[src/rtl/clk_int_div_meas_pkg.sv]
`default_nettype none
// ============================================================================
// Module      : clk_int_div_meas_pkg
// Description : Shared definitions for the integer clock-divider measurement
//               block: FSM state encoding and default parameter values.
// Revision    : 1.0 - initial release
// ============================================================================
package clk_int_div_meas_pkg;

    localparam int DEF_CNT_WIDTH   = 32;
    localparam int DEF_SYNC_STAGES = 2;
    localparam int DEF_TIMEOUT_CYC = 65535;

    typedef enum logic [2:0] {
        ST_IDLE = 3'd0,
        ST_ARM  = 3'd1,
        ST_HIGH = 3'd2,
        ST_LOW  = 3'd3,
        ST_DONE = 3'd4
    } meas_state_t;

endpackage
`default_nettype wire

[src/rtl/clk_int_div_meas_if.sv]
`default_nettype none
// ============================================================================
// Module      : clk_int_div_meas_if
// Description : Request / result handshake bundle of the divider measurement
//               block.
//               master : requester side (drives start/abort/res_ready)
//               slave  : measurement block side (drives ready/result/status)
//               start_valid_i/start_ready_o : measurement request handshake
//               abort_i                     : cancel measurement in progress
//               res_valid_o/res_ready_i     : result handshake
//               high_cnt_o/low_cnt_o/div_o  : measured counts and divider code
//               timeout_o                   : result invalid (timeout/saturate)
//               busy_o                      : block not idle
// Revision    : 1.0 - initial release
// ============================================================================
interface clk_int_div_meas_if
    import clk_int_div_meas_pkg::*;
#(
    parameter int CNT_WIDTH = DEF_CNT_WIDTH
) ();

    logic                 start_valid_i;
    logic                 start_ready_o;
    logic                 abort_i;
    logic                 res_valid_o;
    logic                 res_ready_i;
    logic [CNT_WIDTH-1:0] high_cnt_o;
    logic [CNT_WIDTH-1:0] low_cnt_o;
    logic [CNT_WIDTH-1:0] div_o;
    logic                 timeout_o;
    logic                 busy_o;

    modport master (
        output start_valid_i, abort_i, res_ready_i,
        input  start_ready_o, res_valid_o, high_cnt_o, low_cnt_o,
               div_o, timeout_o, busy_o
    );

    modport slave (
        input  start_valid_i, abort_i, res_ready_i,
        output start_ready_o, res_valid_o, high_cnt_o, low_cnt_o,
               div_o, timeout_o, busy_o
    );

endinterface
`default_nettype wire

[src/rtl/clk_int_div_meas_sync_edge_det.sv]
`default_nettype none
// ============================================================================
// Module      : clk_sync_edge_det
// Description : Synchronizes the measured clock into the clk_i domain and
//               flags its rising/falling edges one cycle wide.
//               clk_i, rst_n_i : clock, synchronous active-low reset
//               meas_clk_i     : asynchronous level to be sampled
//               rise_o/fall_o  : single-cycle edge strobes
//               level_o        : synchronized level
//               SYNC_STAGES legal range is 2..4.
// Revision    : 1.0 - initial release
// ============================================================================
module clk_sync_edge_det
    import clk_int_div_meas_pkg::*;
#(
    parameter int SYNC_STAGES = DEF_SYNC_STAGES
) (
    input  wire  clk_i,
    input  wire  rst_n_i,
    input  wire  meas_clk_i,
    output logic rise_o,
    output logic fall_o,
    output logic level_o
);

    logic [SYNC_STAGES-1:0] r_sync;
    logic                   r_dly;

    always_ff @(posedge clk_i) begin
        if (!rst_n_i) begin
            r_sync <= '0;
            r_dly  <= 1'b0;
        end else begin
            r_sync <= {r_sync[SYNC_STAGES-2:0], meas_clk_i};
            r_dly  <= r_sync[SYNC_STAGES-1];
        end
    end

    // Edges compare the last synchronizer stage with one extra delayed copy,
    // so both strobes carry the same latency and period measurements cancel it.
    assign level_o = r_sync[SYNC_STAGES-1];
    assign rise_o  =  r_sync[SYNC_STAGES-1] & ~r_dly;
    assign fall_o  = ~r_sync[SYNC_STAGES-1] &  r_dly;

endmodule
`default_nettype wire

[src/rtl/clk_int_div_meas.sv]
`default_nettype none
// ============================================================================
// Module      : clk_int_div_meas
// Description : Measures high/low time (in clk_i cycles) of one period of a
//               divided clock and reports the equivalent divider code.
//               clk_i      : system clock (rising edge)
//               rst_n_i    : synchronous active-low reset
//               meas_clk_i : clock under measurement, sampled as data
//               bus        : request/result handshake (slave modport)
// Revision    : 1.0 - initial release
// ============================================================================
module clk_int_div_meas
    import clk_int_div_meas_pkg::*;
#(
    parameter int CNT_WIDTH   = DEF_CNT_WIDTH,
    parameter int SYNC_STAGES = DEF_SYNC_STAGES,
    parameter int TIMEOUT_CYC = DEF_TIMEOUT_CYC
) (
    input  wire                clk_i,
    input  wire                rst_n_i,
    input  wire                meas_clk_i,
    clk_int_div_meas_if.slave  bus
);

    localparam int                   c_TMO_WIDTH = $clog2(TIMEOUT_CYC + 1);
    localparam logic [c_TMO_WIDTH-1:0] c_TMO_LIMIT = c_TMO_WIDTH'(TIMEOUT_CYC);

    logic w_rise;
    logic w_fall;
    logic w_level_unused;

    meas_state_t            r_state, w_state_nxt;
    logic [CNT_WIDTH-1:0]   r_high,  w_high_nxt;
    logic [CNT_WIDTH-1:0]   r_low,   w_low_nxt;
    logic [c_TMO_WIDTH-1:0] r_tmo,   w_tmo_nxt;
    logic                   r_timeout, w_timeout_nxt;

    logic [CNT_WIDTH-1:0]   w_high_inc;
    logic [CNT_WIDTH-1:0]   w_low_inc;
    logic [c_TMO_WIDTH-1:0] w_tmo_inc;
    logic                   w_tmo_hit;
    logic [CNT_WIDTH:0]     w_div_full;

    clk_sync_edge_det #(
        .SYNC_STAGES (SYNC_STAGES)
    ) u_sync (
        .clk_i      (clk_i),
        .rst_n_i    (rst_n_i),
        .meas_clk_i (meas_clk_i),
        .rise_o     (w_rise),
        .fall_o     (w_fall),
        .level_o    (w_level_unused)
    );

    assign w_high_inc = r_high + CNT_WIDTH'(1);
    assign w_low_inc  = r_low  + CNT_WIDTH'(1);
    assign w_tmo_inc  = r_tmo  + c_TMO_WIDTH'(1);
    assign w_tmo_hit  = (w_tmo_inc == c_TMO_LIMIT);

    always_ff @(posedge clk_i) begin
        if (!rst_n_i) begin
            r_state   <= ST_IDLE;
            r_high    <= '0;
            r_low     <= '0;
            r_tmo     <= '0;
            r_timeout <= 1'b0;
        end else begin
            r_state   <= w_state_nxt;
            r_high    <= w_high_nxt;
            r_low     <= w_low_nxt;
            r_tmo     <= w_tmo_nxt;
            r_timeout <= w_timeout_nxt;
        end
    end

    // Abort is tested first in every active state so it beats edges,
    // timeouts and the result handshake.
    always_comb begin
        w_state_nxt   = r_state;
        w_high_nxt    = r_high;
        w_low_nxt     = r_low;
        w_tmo_nxt     = r_tmo;
        w_timeout_nxt = r_timeout;
        case (r_state)
            ST_IDLE: begin
                if (bus.start_valid_i) begin
                    w_state_nxt   = ST_ARM;
                    w_high_nxt    = '0;
                    w_low_nxt     = '0;
                    w_tmo_nxt     = '0;
                    w_timeout_nxt = 1'b0;
                end
            end
            ST_ARM: begin
                if (bus.abort_i) begin
                    w_state_nxt = ST_IDLE;
                end else if (w_rise) begin
                    w_state_nxt = ST_HIGH;
                    w_high_nxt  = CNT_WIDTH'(1);
                    w_tmo_nxt   = '0;
                end else begin
                    w_tmo_nxt = w_tmo_inc;
                    if (w_tmo_hit) begin
                        w_state_nxt   = ST_DONE;
                        w_timeout_nxt = 1'b1;
                    end
                end
            end
            ST_HIGH: begin
                if (bus.abort_i) begin
                    w_state_nxt = ST_IDLE;
                end else if (w_fall) begin
                    w_state_nxt = ST_LOW;
                    w_low_nxt   = CNT_WIDTH'(1);
                    w_tmo_nxt   = '0;
                end else begin
                    w_high_nxt = w_high_inc;
                    w_tmo_nxt  = w_tmo_inc;
                    if (w_tmo_hit || (w_high_inc == '1)) begin
                        w_state_nxt   = ST_DONE;
                        w_timeout_nxt = 1'b1;
                    end
                end
            end
            ST_LOW: begin
                if (bus.abort_i) begin
                    w_state_nxt = ST_IDLE;
                end else if (w_rise) begin
                    // The closing rise ends the period; it is not a low cycle.
                    w_state_nxt = ST_DONE;
                    w_tmo_nxt   = '0;
                end else begin
                    w_low_nxt = w_low_inc;
                    w_tmo_nxt = w_tmo_inc;
                    if (w_tmo_hit || (w_low_inc == '1)) begin
                        w_state_nxt   = ST_DONE;
                        w_timeout_nxt = 1'b1;
                    end
                end
            end
            ST_DONE: begin
                if (bus.abort_i || bus.res_ready_i) begin
                    w_state_nxt = ST_IDLE;
                end
            end
            default: w_state_nxt = ST_IDLE;
        endcase
    end

    // One extra bit catches both overflow and the high=low=0 underflow; either
    // case reports all-ones.
    assign w_div_full = {1'b0, r_high} + {1'b0, r_low} - {{CNT_WIDTH{1'b0}}, 1'b1};

    assign bus.start_ready_o = (r_state == ST_IDLE);
    assign bus.busy_o        = (r_state != ST_IDLE);
    assign bus.res_valid_o   = (r_state == ST_DONE);
    assign bus.high_cnt_o    = r_high;
    assign bus.low_cnt_o     = r_low;
    assign bus.timeout_o     = r_timeout;
    assign bus.div_o         = w_div_full[CNT_WIDTH] ? '1 : w_div_full[CNT_WIDTH-1:0];

endmodule
`default_nettype wire

[src/flat_wrapper.sv]
// flat-port wrapper written by rule: the top's interface ports become plain ports
module clk_int_div_meas_flat import clk_int_div_meas_pkg::*;
#(
    parameter int CNT_WIDTH   = DEF_CNT_WIDTH,
    parameter int SYNC_STAGES = DEF_SYNC_STAGES,
    parameter int TIMEOUT_CYC = DEF_TIMEOUT_CYC
)
  (clk_i, rst_n_i, meas_clk_i, bus_start_valid_i, bus_abort_i, bus_res_ready_i, bus_start_ready_o, bus_res_valid_o, bus_high_cnt_o, bus_low_cnt_o, bus_div_o, bus_timeout_o, bus_busy_o);
  clk_int_div_meas_if #(.CNT_WIDTH(CNT_WIDTH)) bus_i ();
  input  wire clk_i;
  input  wire rst_n_i;
  input  wire meas_clk_i;
  input wire logic [$bits(bus_i.start_valid_i)-1:0] bus_start_valid_i;
  input wire logic [$bits(bus_i.abort_i)-1:0] bus_abort_i;
  input wire logic [$bits(bus_i.res_ready_i)-1:0] bus_res_ready_i;
  output wire logic [$bits(bus_i.start_ready_o)-1:0] bus_start_ready_o;
  output wire logic [$bits(bus_i.res_valid_o)-1:0] bus_res_valid_o;
  output wire logic [$bits(bus_i.high_cnt_o)-1:0] bus_high_cnt_o;
  output wire logic [$bits(bus_i.low_cnt_o)-1:0] bus_low_cnt_o;
  output wire logic [$bits(bus_i.div_o)-1:0] bus_div_o;
  output wire logic [$bits(bus_i.timeout_o)-1:0] bus_timeout_o;
  output wire logic [$bits(bus_i.busy_o)-1:0] bus_busy_o;
  assign bus_i.start_valid_i = bus_start_valid_i;
  assign bus_i.abort_i = bus_abort_i;
  assign bus_i.res_ready_i = bus_res_ready_i;
  assign bus_start_ready_o = bus_i.start_ready_o;
  assign bus_res_valid_o = bus_i.res_valid_o;
  assign bus_high_cnt_o = bus_i.high_cnt_o;
  assign bus_low_cnt_o = bus_i.low_cnt_o;
  assign bus_div_o = bus_i.div_o;
  assign bus_timeout_o = bus_i.timeout_o;
  assign bus_busy_o = bus_i.busy_o;
  clk_int_div_meas #(.CNT_WIDTH(CNT_WIDTH), .SYNC_STAGES(SYNC_STAGES), .TIMEOUT_CYC(TIMEOUT_CYC)) u_core (.clk_i(clk_i), .rst_n_i(rst_n_i), .meas_clk_i(meas_clk_i), .bus(bus_i));
endmodule
[config.mk]
export PLATFORM = sky130hd
export DESIGN_NAME = clk_int_div_meas_flat
export DESIGN_NICKNAME = d
export VERILOG_FILES = /design/src/rtl/clk_int_div_meas_pkg.sv /design/src/rtl/clk_int_div_meas_if.sv /design/src/rtl/clk_int_div_meas_sync_edge_det.sv /design/src/rtl/clk_int_div_meas.sv /design/src/flat_wrapper.sv
export SDC_FILE = /design/constraint.sdc
export NUM_CORES = 1
export LEC_CHECK = 0
export ABC_AREA = 1
export BUFFER_PORTS_ARGS = -buffer_cell sky130_fd_sc_hd__clkbuf_2
export CORE_MARGIN = 1
export CORE_UTILIZATION = 54
export CTS_CLUSTER_DIAMETER = 100
export DETAILED_ROUTE_END_ITERATION = 16
export GPL_ROUTABILITY_DRIVEN = 0
export HOLD_SLACK_MARGIN = 0.02
export PLACE_DENSITY = 0.81
export REMOVE_ABC_BUFFERS = 1
export SLEW_MARGIN = 20
export SYNTH_ARGS = -nofsm -noshare
export SYNTH_HDL_FRONTEND = slang
export SYNTH_SLANG_ARGS = --single-unit
[constraint.sdc]
create_clock -name clk_i -period 2.5 [get_ports clk_i]
set_input_delay 0.125 -clock clk_i [delete_from_list [all_inputs] [get_ports clk_i]]
set_output_delay 0.125 -clock clk_i [all_outputs]
set_load 0.02 [all_outputs]
==> metrics.md, run 1 <==
| Metric | Value |
|---|---|
| Async SR Flop Fraction | `0%` |
| H-tree depth | `3` |
| Seq/Total Area, Yosys | `20.82%` |
| Stage reached | `5_1_grt` |
| Mapped Cells | `around 1400` |
| Area contributors post-synth | `dfxtp_1, nand2_1, ha_1` |
| Post-synth EDFFs | `0` |
| Post-detail-place hpwl | `between 20 and 25 mm` |
| Post-Syn Area | `approximately 8400 um^2` |
| Synth cell types | `45` |
| Total Routing Usage GR | `around 58%` |
| Starting Density | `a little under three fifths` |
| Share of the synthesized area in the top cell type | `a little over a fifth` |
| Error msg | `[ERROR GRT-0232] Routing congestion too high. Check the congestion heatmap in the GUI.` |
| Area after DPL | `10620 um^2` |
| TritonCTS buffer count | `9` |
| Cells after DPL | `1916` |
| Port bufs | `~110` |
| CTS max path bufs | `2` |
| Synth Register Bits | `slightly below 90` |
| Syn avg cell area | `5.829 um^2` |
| Chip width | `about 130 um` |
| Most used DFF post-synth | `dfxtp_1` |
| Die H | `between 100 and 150 um` |
| CTS Sinks | `87` |
| Largest net degree at the start of global routing | `66` |
| Crit. endpoint post-GRT repair | `bus_div_o[25]` |
| Warnings from Yosys | `0` |
| # IOs | `106` |
| Largest area contributor in the netlist | `dfxtp_1` |
| Outcome | `stopped before the end` |
| Congestion Overflow GR | `2` |
| WEP type | `output port` |
| Root Driver | `clkbuf_16` |
| FP Rows | `45` |
[cell usage after synthesis, types with 3 or more instances]
library cell,n
a21o_1,7
a21oi_1,99
a221oi_1,5
a22oi_1,3
a31oi_1,3
a32oi_1,11
buf_2,14
clkbuf_1,11
dfxtp_1,87
ha_1,69
inv_1,196
inv_2,12
nand2_1,455
nand2_2,7
nand3_1,104
nand3b_1,3
nand4_1,8
nor2_1,202
nor2_2,9
nor2_4,4
nor3_1,10
nor4_1,4
o21ai_0,30
o21ai_1,7
o21bai_1,6
or2_2,3
xnor2_1,13
xor2_1,30
[logic make-up after synthesis]
kind of cell	after synthesis	synth area share, %
AOI/OAI and AO/OA	182	12.57
xor gates and xnor gates	44	4.697
adders and majority gates	70	10.56
buffers and inverters	237	11.07
DFF	87	20.82
and+or+nand+nor	815	40.28
[per-stage QoR]
step,setup TNS (ns),setup WS [ns],utilization [%]
floorplan,-27.88,-0.9243,-
global placement,-8.804,-0.4254,70.10
detailed placement,-10.76,-0.4978,70.10
CTS,-15.73,-0.5192,78.95
[what timing repair did]
| action | CTS |
|---|---|
| hold buffers | 1 |
| pin swaps | 37 |
| endpoints found under the hold margin | 1 |
| resized for setup | 222 |
| endpoints found under the setup margin | 35 |
| setup buffers | 16 |
| cloned | 3 |
[layer usage]
metal  track usage [%]  overflow
met5             8.050         0
met2             80.63         1
met4             53.37         1
met1             59.19         0
met3             34.67         0
==> inputs of run 2 (changes only) <==
CORE_UTILIZATION = 40   (was 54)
CTS_CLUSTER_DIAMETER = not set   (was 100)
HOLD_SLACK_MARGIN = not set   (was 0.02)
PLACE_DENSITY = not set   (was 0.81)
PLACE_DENSITY_LB_ADDON = 0.15   (was not set)
clock period = 3.25 ns   (was 2.5 ns; I/O delays follow)
==> run 2 against run 1 <==
Net effect:
- the flow now finishes without violations
- synthesized cell count did not move
- synthesized area did not move
==> metrics.md, run 2 <==
| Metric | Value |
|---|---|
| Routed Antenna Nets | `0` |
| Syn avg cell area | `just under 6 um^2` |
| # diodes | `0` |
| H-tree depth | `3` |
| R2R Path End | `u_core.r_state[2]` |
| Post-Syn Area | `around 8400 um^2` |
| Setup TNS Final | `0 ns` |
| Worst clock skew | `~0.0063 ns` |
| Post-Route WL | `between 20 and 30 mm` |
| Mapped Cells | `1435` |
| Worst reg2reg startpoint | `u_core.bus.low_cnt_o[1]` |
| Crit-path max FO | `5` |
| Synth-to-Final Area Change | `27.61%` |
| Setup ws final | `a little over 0.07 ns` |
| Seq/Total Area, Yosys | `roughly a fifth` |
| Dpl ws | `between 0.02 and 0.03 ns` |
| Critical Path Source Type | `flop` |
| CTS tree | `yes` |
| Number of antenna violations at the first check in global routing | `0` |
| Commonest cells in the synthesized netlist | `nand2_1, nor2_1, inv_1, nand3_1, a21oi_1` |
| Mux cell area share after synthesis | `0%` |
| Largest area contributor in the netlist | `dfxtp_1` |
| Largest family of logic cells by synthesized area | `simple AND/OR/NAND/NOR gates` |
| WHS Endpoint | `u_core.u_sync.r_sync[0]` |
| Synth Register Bits | `87` |
| Post-synth EDFFs | `0` |
| DRC Markers | `0` |
| Share of the synthesized area in the top cell type | `a little over a fifth` |
| CP cell instances | `inv_1 -> ha_1 -> inv_1 -> ha_2 -> nand2_2 -> nor4_4 -> nand3_1 -> nand3_4 -> a21oi_4 -> o21ai_0 -> or2_2 -> nand3_1 -> buf_2` |
| Final nets | `approximately 1700` |
| Root Driver | `clkbuf_16` |
| Starting Density | `41.07%` |
| PD cells | `~440 nW/um^2` |
| CP required | `approximately 3 ns` |
| Slowest cell on the critical path | `ha_2` |
| Most common cell in the netlist | `nand2_1` |
| R2r setup slk | `between 0.3 and 0.4 ns` |
| Simple-Gate Fraction of Synth Area | `between 40% and 50%` |
| DR vias | `9537` |
| Congestion Overflow GR | `0` |
| Max cap viols | `0` |
| Pre-antenna DRT Iters | `5` |
| Post-DR vias/cell | `5.103` |
| Core area | `20360 um^2` |
| Port bufs | `about 110` |
| Largest net degree at the start of global routing | `50` |
| CP Class | `reg -> out` |
| CP endpoint kind | `primary output` |
| Hold path cells | `3` |
| TritonCTS buffer count | `9` |
| Post-detail-place hpwl | `around 22 mm` |
| Hold Crit Start | `rst_n_i` |
| Largest stage delay, worst path | `0.40 ns` |
| Max rail drop VDD | `between 0.0004 and 0.0005 V` |
| FILL cells | `about 2100` |
| Die H | `approximately 150 um` |
| Critical path arrival | `between 3 and 4 ns` |
| Worst r2r path cells | `20` |
| Final Setup Violations | `0` |
| Outcome | `finished clean` |
| Clk Latency, worst-skew pair | `roughly 0.36 ns` |
| Chip width | `~150 um` |
| Final Hold Fails | `0` |
| Synth cell types | `between 40 and 50` |
| # IOs | `about 110` |
| Most common cell after layout, fill and taps aside | `nand2_1` |
| Final Max Slew Viols | `0` |
| Async SR Flop Fraction | `0%` |
| Vias in the first global route | `between 8000 and 9000` |
| XOR/XNOR Fraction of Synth Area | `about 4.7%` |
| FP Rows | `52` |
| First DRT Iteration DRCs | `654` |
| CTS Sinks | `87` |
| Total Routing Usage GR | `a little over a quarter` |
| Leak | `~0.0047 uW` |
| FMAX | `approximately 0.31 GHz` |
| Clock slew at reported path FFs | `approximately 0.070 ns` |
| RSZ-0062 raised after global routing | `true` |
| Most used DFF post-synth | `dfxtp_1` |
| Max_slew headroom | `a little under two fifths` |
| Area contributors post-synth | `dfxtp_1, nand2_1, ha_1` |
| Warnings from Yosys | `0` |
| DR WL/cell | `about 15 um` |
| Tightest Pin Transition | `0.9330 ns` |
| CTS max path bufs | `2` |
| Final Cycle Share | `a little over nine tenths` |
| Share of cells above drive strength 1 | `22.51%` |
| Synth Area in Compound Gates | `between 10% and 20%` |
| Tot Pwr | `approximately 4700 uW` |
| CP Launch Point | `u_core.bus.low_cnt_o[18]` |
| Post-Synth Adder-Cell Area | `10.56%` |
| Worst hold path class | `in -> reg` |
| Die Area | `21490 um^2` |
| Most frequent cells in the layout | `nand2_1, nor2_1, inv_1, clkbuf_2, nand3_1` |
| Final min period | `between 3 and 4 ns` |
| First-pass GRT wire length | `between 40 and 50 mm` |
[run 2: worst max path at each step]
stage | end | slack, ns | depth (start not counted)
2_1_floorplan | bus_div_o[25] | -0.21 | 16
3_3_place_gp | bus_div_o[29] | -0.02 | 13
3_5_place_dp | bus_div_o[29] | 0.03 | 13
4_1_cts | bus_div_o[25] | 0.004 | 15
5_1_grt | bus_div_o[25] | -0.05 | 18
6_report | bus_div_o[29] | 0.07 | 13
[run 2: logic make-up after synthesis]
logic type / after synthesis
buffers and inverters: 237
AND/OR/NAND/NOR: 815
XOR/XNOR: 44
AO/OA/AOI/OAI: 182
flip-flops: 87
adder cells (fa/ha/maj): 70
[run 2: cell type report]
| class | instances | area (um^2) | share of cell area [%] |
|---|---|---|---|
| clock buffers | 10 | 239.0 | 2.239 |
| multi-input cells | 1111 | 6259 | 58.63 |
| clock inverters | 4 | 95.09 | 0.8909 |
| well taps | 270 | 337.8 | 3.165 |
| repair buffers | 178 | 1164 | 10.90 |
| inverters | 209 | 784.5 | 7.350 |
| flip-flops and latches | 87 | 1795 | 16.82 |
[run 2: metrics by stage]
stage	utilization, %	hold WS, ns	area, um^2	cells
after floorplan	-	0.2560	8223	1407
after detailed placement	46.93	0.3509	9557	1843
after global routing	52.41	0.2229	10670	1869
final	52.41	0.1756	10670	1869
after CTS	50.51	0.1799	10290	1862
after global placement	46.93	0.3460	9557	1843
[run 2: power by group]
group	internal, uW	switching, uW	total (uW)
registers	1100	33.0	1130
clock network	763	468	1230
logic	848	1510	2360
total	2710	2010	4720
[run 2: what timing repair did]
item / in CTS / in global routing
gates resized for setup: 81 / 95
hold endpoints to repair: 1 / 0
pin swaps: 12 / 27
endpoints found under the setup margin: 32 / 32
hold buffers: 1 / 0
buffers inserted: 3 / 6
cloned: 1 / 1
[run 2: per-layer routing]
layer / global-route usage (%) / share of wire (%) / up-vias
li1: - / - / 4896
met1: 36.69 / 48 / 4319
met2: 42.37 / 45 / 288
met3: 2.469 / 5.4 / 34
met4: 8.021 / 1.9 / 0
met5: 0 / 0 / -
[run 2: critical path: cells and delay by family, from the launching register on]
family                     cells  cell delay [ns]
adders and majority gates      2             0.70
buffers and inverters          3             0.31
and+or+nand+nor                6             1.04
DFF                            1             0.33
AOI/OAI and AO/OA              2             0.28
Note: power is estimated with default switching activity, not from simulation.
